$ cat src/rtl/seq_detect_arbiter_if.sv
`default_nettype none
// ============================================================================
// Module      : seq_detect_arbiter_if
// Description : Request/grant and detection-report bundle for the
//               round-robin "1011" sequence detector arbiter.
// Revision    : 1.0 - initial release
// ============================================================================
interface seq_detect_arbiter_if #(
    parameter int NCH   = 4,
    parameter int CNT_W = 8
);
    logic [NCH-1:0]   req_valid;
    logic [NCH-1:0]   req_bit;
    logic [NCH-1:0]   req_ready;
    logic [NCH-1:0]   ctx_clr;
    logic             det_valid;
    logic [1:0]       det_chan;
    logic             det_hit;
    logic [1:0]       cnt_sel;
    logic [CNT_W-1:0] cnt_out;

    // Requesting side: presents serial bits, clears and counter selects
    modport master (
        output req_valid, req_bit, ctx_clr, cnt_sel,
        input  req_ready, det_valid, det_chan, det_hit, cnt_out
    );

    // Detector side
    modport slave (
        input  req_valid, req_bit, ctx_clr, cnt_sel,
        output req_ready, det_valid, det_chan, det_hit, cnt_out
    );
endinterface
`default_nettype wire

$ cat src/rtl/seq_detect_arbiter.sv
`default_nettype none
// ============================================================================
// Module      : seq_detect_arbiter
// Description : One shared overlapping "1011" Moore detector, time-multiplexed
//               over NCH serial channels by a round-robin arbiter. Each channel
//               keeps its own 3-bit detector context and saturating hit counter.
// Revision    : 1.0 - initial release
// ============================================================================
module seq_detect_arbiter #(
    parameter int NCH   = 4,
    parameter int CNT_W = 8
) (
    input  wire logic           clock,
    input  wire logic           reset_n,
    seq_detect_arbiter_if.slave bus
);

    localparam int               C_PTR_W   = 2;
    localparam logic [CNT_W-1:0] C_CNT_MAX = '1;

    typedef enum logic [2:0] {
        S0 = 3'b000,
        S1 = 3'b001,
        S2 = 3'b010,
        S3 = 3'b011,
        S4 = 3'b100
    } ctx_e;

    ctx_e               r_ctx [NCH];
    logic [CNT_W-1:0]   r_cnt [NCH];
    logic [C_PTR_W-1:0] r_ptr;
    logic               r_det_valid;
    logic [1:0]         r_det_chan;
    logic               r_det_hit;

    logic [NCH-1:0]     w_eligible;
    logic [NCH-1:0]     w_grant;
    logic               w_gnt_any;
    logic [C_PTR_W-1:0] w_gnt_idx;
    logic [C_PTR_W-1:0] w_scan_idx;
    ctx_e               w_ctx_next;
    logic               w_hit;

    // Shared detector next-state function; S4 is the only hit state and
    // leaves toward S1/S2 so overlapping matches are found.
    function automatic ctx_e f_ctx_next(input ctx_e cur, input logic b);
        ctx_e nxt;
        case (cur)
            S0:      nxt = b ? S1 : S0;
            S1:      nxt = b ? S1 : S2;
            S2:      nxt = b ? S3 : S0;
            S3:      nxt = b ? S4 : S2;
            S4:      nxt = b ? S1 : S2;
            default: nxt = S0;
        endcase
        return nxt;
    endfunction

    // A channel being cleared is never granted, and nothing is granted in reset
    assign w_eligible = bus.req_valid & ~bus.ctx_clr & {NCH{reset_n}};

    // Round-robin search starting at the pointer, first eligible channel wins
    always_comb begin
        w_grant    = '0;
        w_gnt_any  = 1'b0;
        w_gnt_idx  = '0;
        w_scan_idx = '0;
        for (int k = 0; k < NCH; k++) begin
            w_scan_idx = r_ptr + C_PTR_W'(k);
            if (!w_gnt_any && w_eligible[w_scan_idx]) begin
                w_gnt_any = 1'b1;
                w_gnt_idx = w_scan_idx;
            end
        end
        if (w_gnt_any) begin
            w_grant[w_gnt_idx] = 1'b1;
        end
    end

    assign w_ctx_next = f_ctx_next(r_ctx[w_gnt_idx], bus.req_bit[w_gnt_idx]);
    assign w_hit      = w_gnt_any && (w_ctx_next == S4);

    // Per-channel context and counter; a clear overrides any grant update
    always_ff @(posedge clock or negedge reset_n) begin
        if (!reset_n) begin
            for (int i = 0; i < NCH; i++) begin
                r_ctx[i] <= S0;
                r_cnt[i] <= '0;
            end
        end else begin
            for (int i = 0; i < NCH; i++) begin
                if (bus.ctx_clr[i]) begin
                    r_ctx[i] <= S0;
                    r_cnt[i] <= '0;
                end else if (w_gnt_any && (w_gnt_idx == C_PTR_W'(i))) begin
                    r_ctx[i] <= w_ctx_next;
                    if (w_hit && (r_cnt[i] != C_CNT_MAX)) begin
                        r_cnt[i] <= r_cnt[i] + CNT_W'(1);
                    end
                end
            end
        end
    end

    // Pointer moves past the granted channel; report registered one cycle later
    always_ff @(posedge clock or negedge reset_n) begin
        if (!reset_n) begin
            r_ptr       <= '0;
            r_det_valid <= 1'b0;
            r_det_chan  <= '0;
            r_det_hit   <= 1'b0;
        end else begin
            if (w_gnt_any) begin
                r_ptr <= w_gnt_idx + C_PTR_W'(1);
            end
            r_det_valid <= w_gnt_any;
            r_det_chan  <= w_gnt_any ? w_gnt_idx : 2'b00;
            r_det_hit   <= w_hit;
        end
    end

    assign bus.req_ready = w_grant;
    assign bus.det_valid = r_det_valid;
    assign bus.det_chan  = r_det_chan;
    assign bus.det_hit   = r_det_hit;
    assign bus.cnt_out   = r_cnt[bus.cnt_sel];

endmodule
`default_nettype wire

$ cat src/flat_wrapper.sv
// flat-port wrapper written by rule: the top's interface ports become plain ports
module seq_detect_arbiter_flat 
#(
    parameter int NCH   = 4,
    parameter int CNT_W = 8
)
  (clock, reset_n, bus_req_valid, bus_req_bit, bus_ctx_clr, bus_cnt_sel, bus_req_ready, bus_det_valid, bus_det_chan, bus_det_hit, bus_cnt_out);
  seq_detect_arbiter_if #(.NCH(NCH), .CNT_W(CNT_W)) bus_i ();
  input  wire logic clock;
  input  wire logic reset_n;
  input wire logic [$bits(bus_i.req_valid)-1:0] bus_req_valid;
  input wire logic [$bits(bus_i.req_bit)-1:0] bus_req_bit;
  input wire logic [$bits(bus_i.ctx_clr)-1:0] bus_ctx_clr;
  input wire logic [$bits(bus_i.cnt_sel)-1:0] bus_cnt_sel;
  output wire logic [$bits(bus_i.req_ready)-1:0] bus_req_ready;
  output wire logic [$bits(bus_i.det_valid)-1:0] bus_det_valid;
  output wire logic [$bits(bus_i.det_chan)-1:0] bus_det_chan;
  output wire logic [$bits(bus_i.det_hit)-1:0] bus_det_hit;
  output wire logic [$bits(bus_i.cnt_out)-1:0] bus_cnt_out;
  assign bus_i.req_valid = bus_req_valid;
  assign bus_i.req_bit = bus_req_bit;
  assign bus_i.ctx_clr = bus_ctx_clr;
  assign bus_i.cnt_sel = bus_cnt_sel;
  assign bus_req_ready = bus_i.req_ready;
  assign bus_det_valid = bus_i.det_valid;
  assign bus_det_chan = bus_i.det_chan;
  assign bus_det_hit = bus_i.det_hit;
  assign bus_cnt_out = bus_i.cnt_out;
  seq_detect_arbiter #(.NCH(NCH), .CNT_W(CNT_W)) u_core (.clock(clock), .reset_n(reset_n), .bus(bus_i));
endmodule
$ cat config.mk
export PLATFORM = sky130hd
export DESIGN_NAME = seq_detect_arbiter_flat
export DESIGN_NICKNAME = d
export VERILOG_FILES = /design/src/rtl/seq_detect_arbiter_if.sv /design/src/rtl/seq_detect_arbiter.sv /design/src/flat_wrapper.sv
export SDC_FILE = /design/constraint.sdc
export NUM_CORES = 1
export LEC_CHECK = 0
export ABC_AREA = 1
export CAP_MARGIN = 20
export CORE_ASPECT_RATIO = 0.6
export CORE_UTILIZATION = 58
export DETAILED_ROUTE_END_ITERATION = 6
export PLACE_DENSITY = 0.8
export SLEW_MARGIN = 15
export SYNTH_ARGS = -nofsm -noshare
export SYNTH_HDL_FRONTEND = slang
export SYNTH_SLANG_ARGS = --single-unit
export TNS_END_PERCENT = 20
$ cat constraint.sdc
create_clock -name clock -period 2.8 [get_ports clock]
set_input_delay 0.56 -clock clock [delete_from_list [all_inputs] [get_ports clock]]
set_output_delay 0.56 -clock clock [all_outputs]
set_load 0.1 [all_outputs]
=== Word level (Yosys, flattened, before mapping) ===
Cells that the tools add are included.

* $add $sub $neg: 8
* $lt $le $gt $ge: 8
* Eq/ne operators: 12
* Mux-type cells: 53
* Bitwise gates (word level): 5
* Reductions and logical operators: 31

{| class="wikitable"
|+ Operator list
! kind !! number
|-
| 8-bit 2-to-1 mux || 14
|-
| 3-bit 2-to-1 mux || 11
|-
| 8-bit by 1-bit adder with 8-bit output (second input constant) || 4
|-
| 8-bit != test (second input constant) || 4
|-
| 8-bit binary-select mux with 2-bit select || 1
|-
| 2-bit nonzero test || 8
|-
| 2-bit by 3-bit less-than comparator with 1-bit output (second input constant) || 5
|-
| 2-bit 2-to-1 mux || 7
|-
| 1-bit logical AND || 13
|-
| 3-bit case mux with 4 select lines || 1
|-
| 1-bit 2-to-1 mux || 11
|-
| 1-bit binary-select mux with 2-bit select || 5
|-
| 4-bit bitwise AND || 2
|-
| 2-bit AND reduction || 4
|-
| 3-bit binary-select mux with 2-bit select || 1
|-
| 3-bit by 2-bit equality test with 1-bit output (second input constant) || 2
|-
| 3-bit equality test (second input constant) || 2
|-
| 3-bit >= comparator (second input constant) || 2
|-
| 2-bit inverter with 3-bit output || 2
|-
| 2-bit by 1-bit adder with 2-bit output (second input constant) || 2
|-
| 2-bit adder (second input constant) || 2
|-
| 2-bit equality test (second input constant) || 2
|-
| 4-bit 2-to-1 mux || 1
|-
| 4-bit inverter || 1
|-
| 8 further kinds || 10
|}

* Register bits: 50
* Input bits: 16
* Output and inout bits: 16
* Logic and storage cells: 129

=== Longest topological paths before layout ===
* Depth after elaboration: 28
* Gate-level depth with buffers: 22
* Gate-level depth less buffers: 19

=== Least setup slack after synthesis ===
No wires, ideal clock.

* Path kind: input-to-output
* Start point: input bus_cnt_sel[0]
* End point: output bus_cnt_out[4]
* Arrival: 2,802 ps
* Data required time: 2,240 ps
* Setup slack: -562 ps
* Cell stages on the path: 6
* Path through: clkbuf_1 > inv_1 > clkbuf_1 > o21ai_0 > a21oi_1 > a21oi_1

* Longest elaborated chain between the ends: 4

{| class="wikitable"
|+ Ends and longest elaborated chain
! element !! line !! source
|-
| start: declaration || flat_wrapper.sv:14 || <nowiki>input wire logic [$bits(bus_i.cnt_sel)-1:0] bus_cnt_sel;</nowiki>
|-
| 2-bit inverter with 3-bit output (implied by the code) || seq_detect_arbiter.sv:126 || <nowiki>assign bus.cnt_out = r_cnt[bus.cnt_sel];</nowiki>
|-
| 8-bit binary-select mux with 2-bit select || seq_detect_arbiter.sv:126 ||
|-
| 8-bit 2-to-1 mux (implied by the code) (2 in series) || seq_detect_arbiter.sv:126 ||
|-
| end: declaration || flat_wrapper.sv:19 || <nowiki>output wire logic [$bits(bus_i.cnt_out)-1:0] bus_cnt_out;</nowiki>
|}

No other way between the ends. The select of a mux whose other input is x is not followed.

=== Final worst setup path ===
* Start point: input bus_ctx_clr[2]
* End point: output bus_req_ready[0]

* Longest elaborated chain between the ends: 20
* Elaborated cells on any way between the ends: 31
* Classes of those cells: order compare: 2; mux: 19; bitwise: 3; reduce/logical: 7

{| class="wikitable"
|+ Ends and longest elaborated chain
! element !! line !! source
|-
| start: declaration || flat_wrapper.sv:13 || <nowiki>input wire logic [$bits(bus_i.ctx_clr)-1:0] bus_ctx_clr;</nowiki>
|-
| 4-bit inverter (*) || seq_detect_arbiter.sv:60 || <nowiki>assign w_eligible = bus.req_valid & ~bus.ctx_clr & {NCH{reset_n}};</nowiki>
|-
| 4-bit bitwise AND (*) (2 in series) || seq_detect_arbiter.sv:60 ||
|-
| 1-bit binary-select mux with 2-bit select || seq_detect_arbiter.sv:70 || <nowiki>if (!w_gnt_any && w_eligible[w_scan_idx]) begin</nowiki>
|-
| 1-bit 2-to-1 mux (implied by the code) || seq_detect_arbiter.sv:70 ||
|-
| 1-bit 2-to-1 mux || seq_detect_arbiter.sv:70 ||
|-
| 1-bit zero test || seq_detect_arbiter.sv:70 ||
|-
| 1-bit logical AND || seq_detect_arbiter.sv:70 ||
|-
| 1-bit 2-to-1 mux || seq_detect_arbiter.sv:70 ||
|-
| [3 not listed] || - ||
|-
| 1-bit zero test || seq_detect_arbiter.sv:70 ||
|-
| 1-bit logical AND || seq_detect_arbiter.sv:70 ||
|-
| 2-bit 2-to-1 mux || seq_detect_arbiter.sv:70 ||
|-
| 2-bit by 3-bit less-than comparator with 1-bit output (implied by the code) or 2-bit by 1-bit >= comparator with 1-bit output (tied branches) || seq_detect_arbiter.sv:76 || <nowiki>w_grant[w_gnt_idx] = 1'b1;</nowiki>
|-
| 1-bit logical AND (implied by the code) || seq_detect_arbiter.sv:76 ||
|-
| 1-bit 2-to-1 mux (implied by the code) || seq_detect_arbiter.sv:76 ||
|-
| 1-bit demux with 2-bit select || - ||
|-
| 4-bit 2-to-1 mux (*) || seq_detect_arbiter.sv:75 || <nowiki>if (w_gnt_any) begin</nowiki>
|-
| end: declaration || flat_wrapper.sv:15 || <nowiki>output wire logic [$bits(bus_i.req_ready)-1:0] bus_req_ready;</nowiki>
|}

Every way passes the cells marked *; elsewhere a longest branch is shown, timed or not. The select of a mux whose other input is x is not followed.

==> flow_summary.json <==
{
  "cts-buffers-inserted": 5,
  "cts.reportedPaths.clkPinSlew_ns": 0.09,
  "syn2layout_area_growth_pct": 31.0,
  "async_reset_ff_frac": 1.00,
  "vias_per_cell": 5.84,
  "grt_usage": 0.345,
  "htreeDepth": 2,
  "cp-start-kind": "input pin",
  "final.min_clock_period_ns": 2.98,
  "hold_viol": 0,
  "r2r_setup_slack_ns": -0.03,
  "p_leak_nw": 2.19,
  "drc_errors": 0,
  "synth_top_cell_area_share": 0.356,
  "fillerInstances": 383,
  "tns_ns": -1.10,
  "cp_common_cell": "nand2_4",
  "p_per_area_nw_per_um2": 1330,
  "dp_hpwl_um": 7350,
  "grt_max_degree": 42,
  "clk_latency_ns": 0.30,
  "failed_checks": "setup timing",
  "initial_core_util": 0.616,
  "syn_area_per_cell_um2": 7.25,
  "ir_drop_v": 0.00156,
  "slowest_delay_ns": 0.29,
  "cts_hold_buffers": 0,
  "drt_wl_total_um": 10900,
  "dp_cells": 622,
  "worstPathRequired_ns": 2.24,
  "num_rows": 21,
  "syn_inst": 484,
  "status": "complete, but fails checks",
  "fin_nets": 585,
  "num_antenna_cells": 0,
  "avgRoutedWirePerCell_um": 17.1,
  "synth.cell_area_um2": 3510,
  "r2r_start": "u_core.r_ptr[0]$_DFFE_PN0P_",
  "drt-initial-drc-count": 384,
  "num_io_pins": 32,
  "final_antenna_net_count": 0,
  "final_cells": 641,
  "rsz0062_at_grt": "true",
  "synth_cell_types": 35,
  "synth_nets": 508,
  "first_global_vias": 3602,
  "slew_headroom": 0.639,
  "synth_area_leaders": "dfrtp_1 (36%), nand2_1 (11%), nand3_1 (6.4%), inv_1 (5.9%), xor2_1 (5.2%)",
  "synth-seq-cells": 50,
  "die_h_um": 62.3,
  "clock.fmax_mhz": 336,
  "die_area_um2": 6380,
  "slowest_stage": "clkdlybuf4s15_1",
  "port_buffers": 31,
  "synth_edf_count": 0,
  "cpLargestDelayFamily": "simple AND/OR/NAND/NOR gates",
  "crit_buf_inv": 5,
  "setup_ws_ns": -0.176,
  "cts_tree": "built",
  "synth_top_area_cell": "dfrtp_1",
  "die_w_um": 102,
  "tightest_slew_ns": 0.542,
  "core_area_um2": 5700,
  "yosysWarnings": 0,
  "gp_congestion": 0.972,
  "maxCapViolCount": 0,
  "hold_class": "in -> async",
  "dr.pass1.iters": 6,
  "grt_pass1_wl_um": 16900,
  "cts_num_sinks": 50,
  "ys.flop_type": "dfrtp_1",
  "seq_area_frac_synth": 0.356,
  "via_count": 3744,
  "reg2reg_depth": 17,
  "end_kind": "output pin",
  "finalClockSkew_ns": 0.00624,
  "drive_above_1_share": 0.282,
  "critPathKind": "in -> out",
  "antenna_found_initial": 0,
  "timing.rr.end": "u_core.r_cnt[2]$_DFFE_PN0P_",
  "fin_crit_sh": 1.06,
  "path_cells": "clkdlybuf4s15_1 > inv_2 > nand4_1 > nand3_2 > nand2_4 > nand2_2 > nand2_4 > nor2_4 > nand2_4 > nand2_4 > inv_1 > ha_1 > nand2_2 > inv_2 > buf_12",
  "finalSetupViolCount": 13,
  "drv_slew": 0,
  "arrival_ns": 2.42,
  "clockBufferDepth": 2,
  "grt_remaining_overflow": 0,
  "critPathMaxFanout": 5,
  "clockRootBuffer": "clkbuf_8"
}
[layout make-up]
cell class              count  area, um2  area share
clock buffers               6       72.6      0.0158
clock inverters             1       7.51     0.00163
inverters                  61        236      0.0514
multi-input cells         360       2110       0.459
flip-flops and latches     50       1250       0.273
well taps                  80        100      0.0218
repair buffers             83        818       0.178
[power breakdown]
| group | internal (mW) | total (mW) | switching [mW] | leakage [nW] |
|---|---|---|---|---|
| sequential | 0.820 | 0.886 | 0.0662 | 0.682 |
| combinational | 1.72 | 4.80 | 3.08 | 1.47 |
| clock | 0.172 | 0.419 | 0.247 | 0.0373 |
| total | 2.71 | 6.11 | 3.40 | 2.19 |
[kinds of logic after synthesis]
family / synth area share
AO/OA/AOI/OAI: 0.117
adder cells (fa/ha/maj): 0.0285
flip-flops: 0.356
buffers and inverters: 0.101
AND/OR/NAND/NOR: 0.342
XOR/XNOR: 0.0549
[per-stage QoR]
step	util	setup WS [ns]	hold slack, ns	total power, mW	area (um2)
after CTS	0.785	0.000580	0.225	5.63	4480
after floorplan	-	-0.434	0.264	3.37	3530
after global routing	0.807	-0.255	0.220	6.40	4600
final	0.807	-0.176	0.228	6.11	4600
after detailed placement	0.743	-0.552	0.482	4.85	4240
after global placement	0.743	-0.449	0.468	4.76	4240
[how the worst max path moves through the flow]
stage	startpoint	slack (ns)	cells after the start	endpoint
final	bus_ctx_clr[2]	-0.18	15	bus_req_ready[0]
after global routing	u_core.r_ptr[0]$_DFFE_PN0P_	-0.26	13	bus_req_ready[0]
after CTS	u_core.r_ptr[0]$_DFFE_PN0P_	0.0006	11	bus_req_ready[1]
after detailed placement	bus_ctx_clr[2]	-0.55	16	u_core.r_ctx[1]$_DFFE_PN0P_
after global placement	bus_ctx_clr[1]	-0.45	16	u_core.r_ctx[1]$_DFFE_PN0P_
after floorplan	bus_cnt_sel[0]	-0.43	5	bus_cnt_out[0]
[state kept, by name, indices dropped and copies added (netlist names)]
name and flops:
u_core.bus.det_hit 1, u_core.bus.det_chan 2, u_core.r_ctx 12, u_core.bus.det_valid 1
u_core.r_cnt 32, u_core.r_ptr 2
[synthesized netlist by cell type (3+ instances only)]
library cell	instances
inv_2	4
clkbuf_1	4
o21ai_1	22
inv_1	55
o21ai_0	17
ha_1	8
buf_4	4
nand3_1	45
a21oi_1	27
nand2_2	20
nor2_1	45
nand2_1	106
nand2_4	3
nor3_1	6
o21ai_2	6
buf_6	6
xor2_1	21
dfrtp_1	50
nand4_1	15
[layout by cell type, fill, tap and decap left out, types with 7 or more instances in the layout]
master   Yosys  routed
a21oi_1     27      22
buf_12       0      13
buf_4        4      55
dfrtp_1     50      48
ha_1         8       7
inv_1       55      51
inv_2        4       8
nand2_1    106      93
nand2_2     20      24
nand2_4      3      12
nand3_1     45      40
nand3_2      2       7
nand4_1     15      15
nor2_1      45      43
o21ai_0     17      15
o21ai_1     22      20
o21ai_2      6       9
xor2_1      21      21
[repair_timing]
item | CTS | global route
endpoints found under the setup margin | 49 | 50
cloned | 0 | 2
gates resized for setup | 46 | 18
buffers inserted | 7 | 3
pin swaps | 15 | 9
[metal layers]
metal / share of wire / vias up / global-route usage
li1: - / 1727 / -
met1: 0.43 / 1734 / 0.491
met2: 0.43 / 229 / 0.495
met3: 0.094 / 54 / 0.0878
met4: 0.044 / 0 / 0.148
met5: 0 / - / 0
Power figures use the tool's default switching activity.
